$ cat config.mk
export PLATFORM = sky130hd
export DESIGN_NAME = timer_periph
export DESIGN_NICKNAME = d
export VERILOG_FILES = /design/src/rtl/timer_pkg.sv /design/src/rtl/timer_prescaler.sv /design/src/rtl/timer_periph.sv
export SDC_FILE = /design/constraint.sdc
export NUM_CORES = 1
export LEC_CHECK = 0
export CAP_MARGIN = 10
export CORE_UTILIZATION = 54
export CTS_BUF_LIST = sky130_fd_sc_hd__clkbuf_4 sky130_fd_sc_hd__clkbuf_8
export DETAILED_ROUTE_END_ITERATION = 8
export PLACE_DENSITY = 0.8
export SETUP_SLACK_MARGIN = 0.2
export SLEW_MARGIN = 25
export SYNTH_ARGS = -nofsm -noshare
export SYNTH_HDL_FRONTEND = slang
export SYNTH_HIERARCHICAL = 1
export SYNTH_SLANG_ARGS = --single-unit
$ cat constraint.sdc
create_clock -name clk_i -period 5 [get_ports clk_i]
set_input_delay 0.75 -clock clk_i [delete_from_list [all_inputs] [get_ports clk_i]]
set_output_delay 0.75 -clock clk_i [all_outputs]
set_load 0.03 [all_outputs]
$ cat src/rtl/timer_pkg.sv
// Shared register map, control-field bit positions and FSM state type for the countdown timer.
package timer_pkg;

    localparam logic CTRL_ADDR = 1'b0;
    localparam logic DATA_ADDR = 1'b1;

    // CTRL write fields
    localparam int unsigned START    = 0;
    localparam int unsigned DONE_CLR = 1;
    localparam int unsigned AUTO     = 2;

    // CTRL read fields (AUTO reads back at its write position)
    localparam int unsigned BUSY = 0;
    localparam int unsigned DONE = 1;

    typedef enum logic {
        IDLE = 1'b0,
        RUN  = 1'b1
    } state_e;

endpackage

$ cat src/rtl/timer_prescaler.sv
// Free-running tick divider: one-cycle tick_o every PRESCALE enabled cycles, synchronously clearable.
module timer_prescaler #(
    parameter int unsigned PRESCALE = 10000
) (
    input  logic clk_i,
    input  logic rst_n_i,
    input  logic en_i,
    input  logic clr_i,
    output logic tick_o
);

    localparam int unsigned CW = (PRESCALE > 1) ? $clog2(PRESCALE) : 1;
    localparam logic [CW-1:0] LAST = CW'(PRESCALE - 1);

    logic [CW-1:0] cnt_q;
    logic [CW-1:0] cnt_d;

    always_comb begin
        cnt_d = cnt_q;
        if (clr_i) begin
            cnt_d = '0;
        end else if (en_i) begin
            cnt_d = (cnt_q == LAST) ? '0 : cnt_q + 1'b1;
        end
    end

    always_ff @(posedge clk_i or negedge rst_n_i) begin
        if (!rst_n_i) begin
            cnt_q <= '0;
        end else begin
            cnt_q <= cnt_d;
        end
    end

    assign tick_o = en_i && (cnt_q == LAST);

endmodule

$ cat src/rtl/timer_periph.sv
// Memory-mapped countdown timer with sticky DONE flag and level interrupt.
// Auto-reload (CTRL bit2) exists only when TIMER_AUTORELOAD_EN is defined.
module timer_periph
    import timer_pkg::*;
#(
    parameter int unsigned PRESCALE = 10000
) (
    input  logic        clk_i,
    input  logic        rst_n_i,
    input  logic        addr_i,
    input  logic        we_i,
    input  logic [31:0] data_i,
    output logic [31:0] data_o,
    output logic        irq_o
);

    state_e      state_q, state_d;
    logic [31:0] count_q, count_d;
    logic [31:0] reload_q, reload_d;
    logic        done_q, done_d;
    logic        auto_q, auto_d;

    logic        ctrl_wr;
    logic        data_wr;
    logic        presc_clr;
    logic        tick;
    logic        unused_data;

    assign ctrl_wr = we_i && (addr_i == CTRL_ADDR);
    assign data_wr = we_i && (addr_i == DATA_ADDR);

`ifdef TIMER_AUTORELOAD_EN
    assign unused_data = ^data_i[31:3];
`else
    assign unused_data = ^data_i[31:2];
`endif

    timer_prescaler #(
        .PRESCALE (PRESCALE)
    ) u_prescaler (
        .clk_i   (clk_i),
        .rst_n_i (rst_n_i),
        .en_i    (state_q == RUN),
        .clr_i   (presc_clr),
        .tick_o  (tick)
    );

    always_comb begin
        state_d   = state_q;
        count_d   = count_q;
        reload_d  = reload_q;
        done_d    = done_q;
        auto_d    = auto_q;
        presc_clr = 1'b0;

        if (data_wr) begin
            reload_d = data_i;
        end

        if (ctrl_wr) begin
`ifdef TIMER_AUTORELOAD_EN
            auto_d = data_i[AUTO];
`endif
            if (data_i[DONE_CLR]) begin
                done_d = 1'b0;
            end
        end

        if (ctrl_wr && data_i[START]) begin
            presc_clr = 1'b1;
            if (reload_q == '0) begin
                state_d = IDLE;
                count_d = '0;
                done_d  = 1'b1;
            end else begin
                state_d = RUN;
                count_d = reload_q;
                done_d  = 1'b0;
            end
        end else begin
            // Expiry set is applied after the W1C above so that a set wins the collision.
            if ((state_q == RUN) && tick) begin
                if (count_q <= 32'd1) begin
                    done_d = 1'b1;
                    if (auto_q && (reload_q != '0)) begin
                        count_d = reload_q;
                    end else begin
                        count_d = '0;
                        state_d = IDLE;
                    end
                end else begin
                    count_d = count_q - 32'd1;
                end
            end
            // A pure acknowledge (DONE_CLR=1, START=0) leaves a running timer running.
            if (ctrl_wr && !data_i[DONE_CLR] && (state_q == RUN)) begin
                state_d = IDLE;
            end
        end
    end

    always_ff @(posedge clk_i or negedge rst_n_i) begin
        if (!rst_n_i) begin
            state_q  <= IDLE;
            count_q  <= '0;
            reload_q <= '0;
            done_q   <= 1'b0;
            auto_q   <= 1'b0;
        end else begin
            state_q  <= state_d;
            count_q  <= count_d;
            reload_q <= reload_d;
            done_q   <= done_d;
            auto_q   <= auto_d;
        end
    end

    always_comb begin
        if (addr_i == DATA_ADDR) begin
            data_o = count_q;
        end else begin
            data_o = {29'b0, auto_q, done_q, (state_q == RUN)};
        end
    end

    assign irq_o = done_q;

endmodule

==> impl_metrics.ini <==
[detailed_routing]
vias_per_cell = 6.640
drc_errors = 0
drt_iter0_markers = 473
ant_nets = 0
wl_um = 12290
post_drt_wl_per_cell_um = 19.67
firstDrtPassIters = 7
num_vias = 4150

[final_layout]
layout_commonest_cell = dfrtp_1
mostFrequentLayoutCells = 80 x dfrtp_1, 67 x clkdlybuf4s50_1, 34 x mux2_2, 30 x and2_1, 28 x nand2_1
nets = 556
final_area_mm2 = 0.005602
area_delta_synth_final_pct = 19.80
num_antenna_cells = 0
drive_gt1_frac = 0.1769
fillers = 660

[synth]
synth_fp_nets = 500
synthTopCellsByArea = dfrtp_1 43%, mux2_2 8.2%, and2_1 4.0%
synth_ff_type = dfrtp_1
synth_top_area_cell = dfrtp_1
yosysSeqAreaShare = 0.4282
synth_top_area_frac = 0.4282
netlist_area_mm2 = 0.004676
async_flop_share = 1.000
synth_edf_count = 0
ys_types = 79
ys.warnings.count = 6
synth_seq_cells = 80
syn_inst = 460
avgSynthCellArea_um2 = 10.16

[worst_setup_path]
critPathLaunchType = primary input
crit_type = in -> reg
cp_max_fo = 42
critPathArrivalTime_ps = 3480
worstSetupEndpointType = flop
required_ps = 5240

[clock_network]
cts_buffers = 9
clock-root-buffer = clkbuf_8
cts_num_sinks = 80
clock_path_buffers = 2
hold_buffers = 0
cts_tree = yes
postCtsSetupBuffers = 0
clock_latency_ps = 350
ctsResizeCount = 0
path_clk_slew_ps = 80
htreeDepth = 3

[die]
ios = 69
start_util = 0.5634
rows = 33
core_area_mm2 = 0.008299
die_w_um = 95.05
floorplan.die_area_mm2 = 0.009035
dieHeight_um = 95.05

[pwr]
p_per_area_mw_per_mm2 = 304.8
power.internal_w = 0.001180
p_clk_frac = 0.307
ir_drop_v = 0.0002234
p_leak_nw = 2.119
p_sw_frac = 0.3088
combPwrFrac = 0.199
switchingPower_w = 0.0005271
p_seq_frac = 0.494

[placed_design]
dp_slack_ps = 1362
place_area_mm2 = 0.005381
io_buffers = 68
place_congestion = 0.9037
hpwl_um = 8715

[sta]
fmax_ghz = 0.3085
worst_slack_ps = 1759
tightest_slew_ps = 974.1
slew_viol_final = 0
hold_viol = 0
fin_hold_ws_ps = 409.1
setup_viol = 0
rsz0062_at_grt = false
period_share = 0.6482
relSlewSlack = 0.3456
clock_skew_ps = 12.04
min_period_ps = 3241
finalSetupTns_ps = 0

[grt]
grtUsageTotal = 0.2914
grt-ovfl-total = 0
grt_pass1_vias = 3882
grt_first_pass_wirelength_um = 20180
grt_max_degree = 81
antenna_found_initial = 0

[run_status]
status = finished, final reports clean

[worst_hold_path]
hold_path.class = in -> async

[job]
cap_violations = 0
## synthesized netlist by cell type (all sizes together), types with 7 or more instances
cell / count
nand3: 14
a22oi: 17
o41ai: 7
mux2: 34
and2: 33
nand2: 30
nand4: 17
o21ai: 14
nor3: 19
nor2: 22
buf: 10
o31ai: 9
dfrtp: 80
nor4: 20
clkbuf: 18
o211ai: 12
or4: 7
inv: 11
## critical path, cell delays in order
cell and delay (ps):
clkdlybuf4s50_1 460, buf_4 280, nand3b_1 160, buf_4 260
inv_1 100, buf_4 290, nor2_1 550, nand2_4 250
o311ai_0 350
## sequential cells by signal, indices dropped and copies added (netlist names)
register,flops
count_q,32
irq_o,1
reload_q,32
u_prescaler/cnt_q,14
state_q,1
## metal layers
| layer | part of all wire | track usage | wire, um |
|---|---|---|---|
| met5 | 0 | 0 | 0 |
| met4 | 0.020 | 0.1111 | 240 |
| met3 | 0.088 | 0.04944 | 1084 |
| met2 | 0.48 | 0.4490 | 5860 |
| met1 | 0.42 | 0.4111 | 5108 |
## per-stage QoR
step           total power (W)    util  std cells
5_1_grt               0.001786  0.6750        625
6_report              0.001707  0.6750        625
3_5_place_dp          0.001190  0.6484        610
3_3_place_gp          0.001179  0.6484        610
4_1_cts               0.001710  0.6742        625
2_1_floorplan         0.001031       -        460
## final cells by class
cell class                      count  area [um2]  share of cell area
Inverter                           11       41.29            0.007371
Multi-Input combinational cell    341        2494              0.4452
Timing Repair Buffer               73       719.4              0.1284
Tap cell                          105       131.4             0.02345
Clock inverter                      5       82.58             0.01474
Sequential cell                    80        2002              0.3574
Clock buffer                       10       131.4             0.02345
## cell families (layout without fill, tap and decap cells)
| logic type | count (synthesis) | in the layout | synth area share |
|---|---|---|---|
| DFF | 80 | 80 | 0.4282 |
| buffers and inverters | 39 | 99 | 0.03907 |
| AOI/OAI and AO/OA | 104 | 104 | 0.1766 |
| xor gates and xnor gates | 8 | 8 | 0.01499 |
| adders and majority gates | 4 | 4 | 0.01070 |
| muxes | 36 | 36 | 0.08617 |
| and+or+nand+nor | 189 | 189 | 0.2443 |
## power groups by stage
stage	clock (W)	sequential [W]	combinational [W]
3_3_place_gp	0	0.000845	0.000334
3_5_place_dp	0	0.000850	0.000339
5_1_grt	0.000560	0.000854	0.000372
4_1_cts	0.000531	0.000838	0.000341
6_report	0.000524	0.000844	0.000339
2_1_floorplan	0	0.000795	0.000237
## worst paths after layout
| path | depth (start not counted) | slack, ps | from | end |
|---|---|---|---|---|
| hold reg to reg | 1 | 540 | reload_q[28] | reload_q[28] |
| max in group asynchronous | 1 | 4060 | rst_n_i | count_q[23] |
| setup reg to reg | 7 | 2050 | count_q[0] | count_q[28] |
| min in group clk_i | 1 | 540 | reload_q[28] | reload_q[28] |
| hold / removal | 1 | 410 | rst_n_i | reload_q[9] |
| setup / recovery | 9 | 1760 | addr_i | count_q[23] |
Power figures use the tool's default switching activity.
